**config.mk**
```make
export PLATFORM = sky130hd
export DESIGN_NAME = packet_receiver
export DESIGN_NICKNAME = d
export VERILOG_FILES = /design/src/rtl/packet_receiver.sv
export SDC_FILE = /design/constraint.sdc
export NUM_CORES = 1
export LEC_CHECK = 0
export BUFFER_PORTS_ARGS = -buffer_cell sky130_fd_sc_hd__buf_4
export CAP_MARGIN = 5
export CORE_MARGIN = 2
export CORE_UTILIZATION = 60
export CTS_CLUSTER_SIZE = 16
export DETAILED_ROUTE_END_ITERATION = 12
export PLACE_DENSITY = 0.81
export SYNTH_ARGS = -nofsm -noshare
export SYNTH_HDL_FRONTEND = slang
export SYNTH_SLANG_ARGS = --single-unit
```
**constraint.sdc**
```tcl
create_clock -name clk -period 3.6 [get_ports clk]
set_clock_uncertainty 0.15 [all_clocks]
set_input_delay 0.36 -clock clk [delete_from_list [all_inputs] [get_ports clk]]
set_output_delay 0.36 -clock clk [all_outputs]
set_load 0.01 [all_outputs]
```
**src/rtl/packet_receiver.sv**
```systemverilog
`default_nettype none
// ============================================================================
// Module   : packet_receiver
// Purpose  : Frames header/length/payload/XOR-checksum packets into a byte RAM.
// Revision : 1.0
// ============================================================================
module packet_receiver #(
  parameter int ADDR_W  = 6,
  parameter int TIMEOUT = 1000
) (
  input  logic              clk,
  input  logic              rst_n,
  input  logic [7:0]        word,
  input  logic              word_valid,
  input  logic              header_found,
  output logic              ram_we,
  output logic [ADDR_W-1:0] ram_addr,
  output logic [7:0]        ram_wdata,
  output logic              pkt_type,
  output logic [ADDR_W-1:0] pkt_len,
  output logic              pkt_done,
  output logic              pkt_err,
  output logic              busy
);

  localparam int                c_max_len = (1 << ADDR_W) - 1;
  localparam int                c_tw      = $clog2(TIMEOUT + 1);
  localparam logic [c_tw-1:0]   c_tlast   = c_tw'(TIMEOUT - 1);
  localparam logic [c_tw-1:0]   c_tone    = c_tw'(1);
  localparam logic [ADDR_W-1:0] c_aone    = ADDR_W'(1);

  typedef enum logic [1:0] {
    S_IDLE    = 2'd0,
    S_LEN     = 2'd1,
    S_PAYLOAD = 2'd2,
    S_CHK     = 2'd3
  } state_t;

  state_t            r_state;
  logic [ADDR_W-1:0] r_len;
  logic [ADDR_W-1:0] r_cnt;
  logic [7:0]        r_csum;
  logic [c_tw-1:0]   r_tcnt;

  always_ff @(posedge clk or negedge rst_n) begin
    if (!rst_n) begin
      r_state   <= S_IDLE;
      r_len     <= '0;
      r_cnt     <= '0;
      r_csum    <= '0;
      r_tcnt    <= '0;
      ram_we    <= 1'b0;
      ram_addr  <= '0;
      ram_wdata <= '0;
      pkt_type  <= 1'b0;
      pkt_len   <= '0;
      pkt_done  <= 1'b0;
      pkt_err   <= 1'b0;
      busy      <= 1'b0;
    end else begin
      ram_we   <= 1'b0;
      pkt_done <= 1'b0;
      pkt_err  <= 1'b0;
      if (r_state == S_IDLE) begin
        r_tcnt <= '0;
        if (word_valid && header_found) begin
          pkt_type <= word[6];
          r_state  <= S_LEN;
          busy     <= 1'b1;
        end
      end else if (word_valid) begin
        // An arriving byte always beats a timeout expiring on the same cycle.
        r_tcnt <= '0;
        case (r_state)
          S_LEN: begin
            r_cnt  <= '0;
            r_csum <= '0;
            if (int'(word) > c_max_len) begin
              pkt_err <= 1'b1;
              r_state <= S_IDLE;
              busy    <= 1'b0;
            end else begin
              r_len   <= ADDR_W'(word);
              r_state <= (word == 8'h00) ? S_CHK : S_PAYLOAD;
            end
          end
          S_PAYLOAD: begin
            ram_we    <= 1'b1;
            ram_addr  <= r_cnt;
            ram_wdata <= word;
            r_csum    <= r_csum ^ word;
            r_cnt     <= r_cnt + c_aone;
            if (r_cnt == r_len - c_aone) begin
              r_state <= S_CHK;
            end
          end
          S_CHK: begin
            if (word == r_csum) begin
              pkt_done <= 1'b1;
              pkt_len  <= r_len;
            end else begin
              pkt_err <= 1'b1;
            end
            r_state <= S_IDLE;
            busy    <= 1'b0;
          end
          default: begin
            r_state <= S_IDLE;
            busy    <= 1'b0;
          end
        endcase
      end else if (r_tcnt == c_tlast) begin
        pkt_err <= 1'b1;
        r_tcnt  <= '0;
        r_state <= S_IDLE;
        busy    <= 1'b0;
      end else begin
        r_tcnt <= r_tcnt + c_tone;
      end
    end
  end

endmodule
`default_nettype wire

```
# After elaboration in Yosys (flattened, before gate mapping)
# Index checks and enable logic that the tools add are counted.
[word_totals] ff_bits=57 in_bits=12 out_inout_bits=25 elab_cells=74
[classes] addsub=3 n_lt_le_gt_ge=1 eq_ne=10 n_mux=32 n_bitwise=3 reduce_logical=12
[op_table] op="$mux 10" count=3
[op_table] op="$mux 1" count=18
[op_table] op="$pmux 8 s2" count=1
[op_table] op="$mux 2" count=6
[op_table] op="$pmux 6 s2" count=1
[op_table] op="$reduce_and 4->1" count=3
[op_table] op="$add 10x1->10 const B" count=1
[op_table] op="$eq 10x10->1 const B" count=1
[op_table] op="$reduce_and 3->1" count=3
[op_table] op="$eq 8x8->1" count=1
[op_table] op="$gt 8x6->1 const B" count=1
[op_table] op="$logic_not 8->1" count=1
[op_table] op="$ne 4x4->1 const B" count=2
[op_table] op="$xor 8x8->8" count=1
[op_table] op="$add 6x1->6 const B" count=1
[op_table] op="$eq 6x6->1" count=1
[op_table] op="$sub 6x1->6 const B" count=1
[op_table] op="$eq 2x2->1 const B" count=2
[op_table] op="$pmux 1 s2" count=2
[op_table] op="$pmux 2 s2" count=1
[op_table] op="$ne 3x3->1 const B" count=1
[op_table] op="$reduce_bool 3->1" count=1
[op_table] op="$eq 2x1->1 const B" count=1
[op_table] op="$logic_not 2->1" count=1
[op_table] op="5 further kinds" count=6

# Logic depth before layout (Yosys ltp)
[logic_depth] depth_word=6 ltp_mapped=8 depth_no_buf=8

# Worst setup path after synthesis
# OpenSTA, ideal clock, no wires.
[synth_timing] kind="register to register" from="register r_len[0]" to="register r_state[1]" setup_ns=0.104 t_arrival_ns=1.698 required_time_ns=3.346 slack_ns=1.648 stages_incl_launch_ff=6 path_buffers=0 period_less_slack_ns=1.952 path_cell_list="dfrtp_1 -> or3_4 -> and3_4 -> o31a_1 -> o211a_1 -> o311ai_1"
[synth_via] elab_chain_len=4
[synth_rtl] element="from (decl)" line="40" text="logic [ADDR_W-1:0] r_len;"
[synth_rtl] element="from (signal assigned)" line="83" text="r_len <= ADDR_W'(word);"
[synth_rtl] element="$sub 6x1->6" line="93" text="if (r_cnt == r_len - c_aone) begin"
[synth_rtl] element="$eq 6x6->1" line="93"
[synth_rtl] element="$ne 4x4->1 (no line)"
[synth_rtl] element="$reduce_and 3->1 (no line)"
[synth_rtl] element="to (signal assigned)" line="84" text="r_state <= (word == 8'h00) ? S_CHK : S_PAYLOAD;"
[synth_rtl] element="to (decl)" line="39" text="state_t r_state;"
# No other way between the ends.
# A chain may end at the register's enable or synchronous reset.

# Worst setup path after layout
[layout_timing] from="register r_state[0]" to="register r_state[0]"
[layout_via] elab_chain_len=4 elab_cells_between_ends=10 cone_classes="4 x eq/ne; 3 x mux; 3 x reduce/logical"
[layout_rtl] element="$eq 2x2->1 or $eq 2x1->1 (tied branches)" line="74" text="case (r_state)"
[layout_rtl] element="$pmux 2 s2" line="74"
[layout_rtl] element="$mux 2" line="71" text="end else if (word_valid) begin"
[layout_rtl] element="$mux 2" line="64" text="if (r_state == S_IDLE) begin"
# Several ways; a longest one is shown, not always the timed one.

==> results.json <==
{
  "grt_util_met1_pct": 33.5,
  "fill_cells": 352,
  "numPortBuffers": 36,
  "synth-adder-area-share_pct": 3.06,
  "core_um2": 4660,
  "finalCriticalPeriod_ns": 2.43,
  "p_per_area_nw_per_um2": 581,
  "io_pins": 37,
  "drt_iter0_drc": 103,
  "maxSlewViolCount": 0,
  "grt-ovfl-total": 0,
  "path_class": "reg2reg",
  "fin_crit_sh_pct": 67.6,
  "grt_max_degree": 58,
  "switching_share_pct": 32.8,
  "cp-start-kind": "flop",
  "grt_use_met3_pct": 5.66,
  "firstDrtPassIters": 4,
  "critPathCaptureType": "flop",
  "hpwl_um": 4190,
  "seq_area_frac_synth_pct": 49.9,
  "post_drt_via_cell_ratio": 5.87,
  "place.gp.congestion": 0.836,
  "synth-simple-area-share_pct": 24.1,
  "rsz0062_at_grt": "no",
  "yosys.area_share.xor_xnor_pct": 3.68,
  "ys_async_sr_fraction_pct": 100,
  "tns_ns": 0,
  "clk_pin_slew_worst_paths_ns": 0.06,
  "synth_compound_area_share_pct": 10.3,
  "antenna_found_initial": 0,
  "synth-edff-count": 0,
  "routed_wl_um": 6150,
  "area_growth_pct": 17.8,
  "worstMarginPinSlew_ns": 0.814,
  "netSwitchingPower_w": 0.000642,
  "max_freq_mhz": 411,
  "outcome": "completed",
  "final-setup-viol-count": 0,
  "p_seq_share_pct": 42.5,
  "via_count": 2282,
  "clkPwrFrac_pct": 29.4,
  "cts-root-buf": "clkbuf_8",
  "antenna_cells": 0,
  "p_leak_nw": 1.67,
  "syn_nets": 311,
  "clk_path_buf_depth": 2,
  "nNetsFinal": 349,
  "grt_pass1_wl_um": 10200,
  "die_h_um": 73.0,
  "clk_latency_ns": 0.34,
  "hp-class": "in2reg",
  "synthesis.area_um2": 2860,
  "multi_input_area_um2": 1350,
  "post_cts_buffers": 0,
  "yosys_warnings": 0,
  "final_cells": 389,
  "die_w_um": 73.0,
  "rows": 25,
  "p_int_w": 0.00132,
  "pwr-share-comb_pct": 28.1,
  "route.detailed.drc": 0,
  "power_w": 0.00196,
  "initial_core_util_pct": 61.3,
  "cap_viol_max_count": 0,
  "required_ns": 3.67,
  "htree_num_levels": 3,
  "grt-busiest-layer": "met2",
  "cts_tree": "yes",
  "synth_area_per_cell_um2": 9.79,
  "cp_max_fo": 16,
  "grt.total_usage_pct": 25.6,
  "seqCellArea_um2": 1430,
  "synthMuxAreaShare_pct": 6.17,
  "grt_util_met2_pct": 40.1,
  "ir_drop_v": 0.000443,
  "synth-main-ff-cell": "dfrtp_1",
  "grt_pass1_vias": 2191,
  "postSynthCellCount": 292,
  "synth_top_family_by_area": "simple AND/OR/NAND/NOR gates",
  "ant_nets": 0,
  "numCtsBuffers": 9,
  "cts.sinks": 57,
  "avgRoutedWirePerCell_um": 15.8,
  "hold_violations": 0,
  "drive_gt1_share_pct": 20.6,
  "synth_cell_types": 43,
  "relSlewSlack_pct": 45.6,
  "dieArea_um2": 5330,
  "placed_cells": 372,
  "ys_ff_latch": 57,
  "arrival_ns": 2.50
}
path summary, 6_finish.rpt:
path	start	end	slack (ns)	cells past startpoint
max in group asynchronous	rst_n	r_cnt[0]$_DFFE_PN0P_	2.34	2
setup reg to reg	r_state[0]$_DFFE_PN0P_	r_state[0]$_DFFE_PN0P_	1.17	8
setup / recovery	r_state[0]$_DFFE_PN0P_	r_state[0]$_DFFE_PN0P_	1.17	8
hold reg to reg	ram_addr[3]$_DFFE_PN0P_	ram_addr[3]$_DFFE_PN0P_	0.33	2
hold / removal	word[7]	ram_wdata[7]$_DFFE_PN0P_	0.11	3
min in group asynchronous	rst_n	pkt_done$_DFF_PN0_	0.45	2
placed cells by master, fill, tap and decap left out, types with 2 or more instances in the layout:
cell type,netlist,final
mux2i_1,3,3
mux2_2,13,13
and3_1,6,6
nor2b_1,3,3
nand2_1,54,54
nand4_1,5,5
ha_1,7,7
nor3b_1,2,2
a31oi_1,3,3
clkinv_2,0,2
o21ai_0,16,16
xnor2_1,7,7
nor2_1,15,15
nand3b_1,3,3
clkbuf_8,0,13
inv_1,8,8
xor2_1,5,5
nor3_1,4,4
a22o_1,10,10
o2111ai_1,2,2
dfrtp_1,57,57
nor4_1,6,6
buf_4,0,38
nand3_1,10,10
nand2b_1,21,21
or3_1,2,2
power groups by stage:
stage | clock network, W | registers [W] | logic [W]
after global routing | 0.000605 | 0.000850 | 0.000612
after global placement | 0 | 0.000836 | 0.000528
after detailed placement | 0 | 0.000843 | 0.000543
after CTS | 0.000584 | 0.000832 | 0.000549
final | 0.000575 | 0.000832 | 0.000551
after floorplan | 0 | 0.000845 | 0.000347
sequential cells by signal, indices dropped and copies added, names as in the netlist:
register	count
ram_we	1
pkt_err	1
r_tcnt	10
r_cnt	6
pkt_len	6
pkt_done	1
busy	1
ram_addr	6
pkt_type	1
ram_wdata	8
r_len	6
r_csum	8
r_state	2
per-stage QoR:
step           hold slack [ns]  utilization, %  setup WS [ns]  instance area, um^2
2_1_floorplan          -0.0856               -           1.65                 2860
3_3_place_gp             0.309            67.9           1.24                 3170
3_5_place_dp             0.313            67.9           1.19                 3170
4_1_cts                  0.105            72.3           1.17                 3370
5_1_grt                  0.128            72.3          0.994                 3370
6_report                 0.106            72.3           1.17                 3370
cells by family (layout without fill, tap and decap cells):
group | after synthesis | count (layout)
fa+ha+maj | 7 | 7
xor+xnor | 12 | 12
mux | 16 | 16
compound gates | 42 | 42
simple gates | 137 | 137
flops | 57 | 57
buf+inv | 21 | 64
layer usage:
layer	routed length, um	vias to the layer above
met5	0	-
met4	129	0
met3	375	12
met2	2880	70
met1	2760	1108
li1	-	1092
Yosys cell counts, types with 2 or more instances:
library cell / instances / share of area (%)
mux2_2: 13 / 5.1
nor2b_1: 3 / 0.66
mux2i_1: 3 / 1.1
a22o_1: 10 / 3.1
nand2_1: 54 / 7.1
nor3_1: 4 / 0.70
o2111ai_1: 2 / 0.61
nor2_1: 15 / 2.0
xnor2_1: 7 / 2.1
nor3b_1: 2 / 0.53
nor4_1: 6 / 1.3
a31oi_1: 3 / 0.66
o21ai_0: 16 / 2.8
clkbuf_1: 11 / 1.4
nand3b_1: 3 / 0.79
and3_1: 6 / 1.3
dfrtp_1: 57 / 50
or3_1: 2 / 0.44
inv_1: 8 / 1.1
nand2b_1: 21 / 4.6
nand4_1: 5 / 1.1
xor2_1: 5 / 1.5
nand3_1: 10 / 1.8
ha_1: 7 / 3.1
critical path, cell delays in order, from the launching register on:
cell	delay [ns]
dfrtp_1	0.40
inv_1	0.13
ha_1	0.53
nand3b_1	0.13
buf_4	0.22
and3_1	0.19
or2_1	0.29
a22oi_1	0.19
nand3_1	0.10
layout make-up:
type / instances / share of cell area, %
Timing Repair Buffer: 39 / 8.77
Inverter: 9 / 1.00
Sequential cell: 57 / 42.3
Tap cell: 54 / 2.01
Multi-Input combinational cell: 214 / 40.2
Clock buffer: 14 / 5.42
Clock inverter: 2 / 0.297
repair_timing:
action | 4_1_cts | 5_1_grt
gates resized for setup | 0 | 0
endpoints found under the hold margin | 57 | 0
hold buffers | 1 | 0
(Power assumes the default switching activity.)
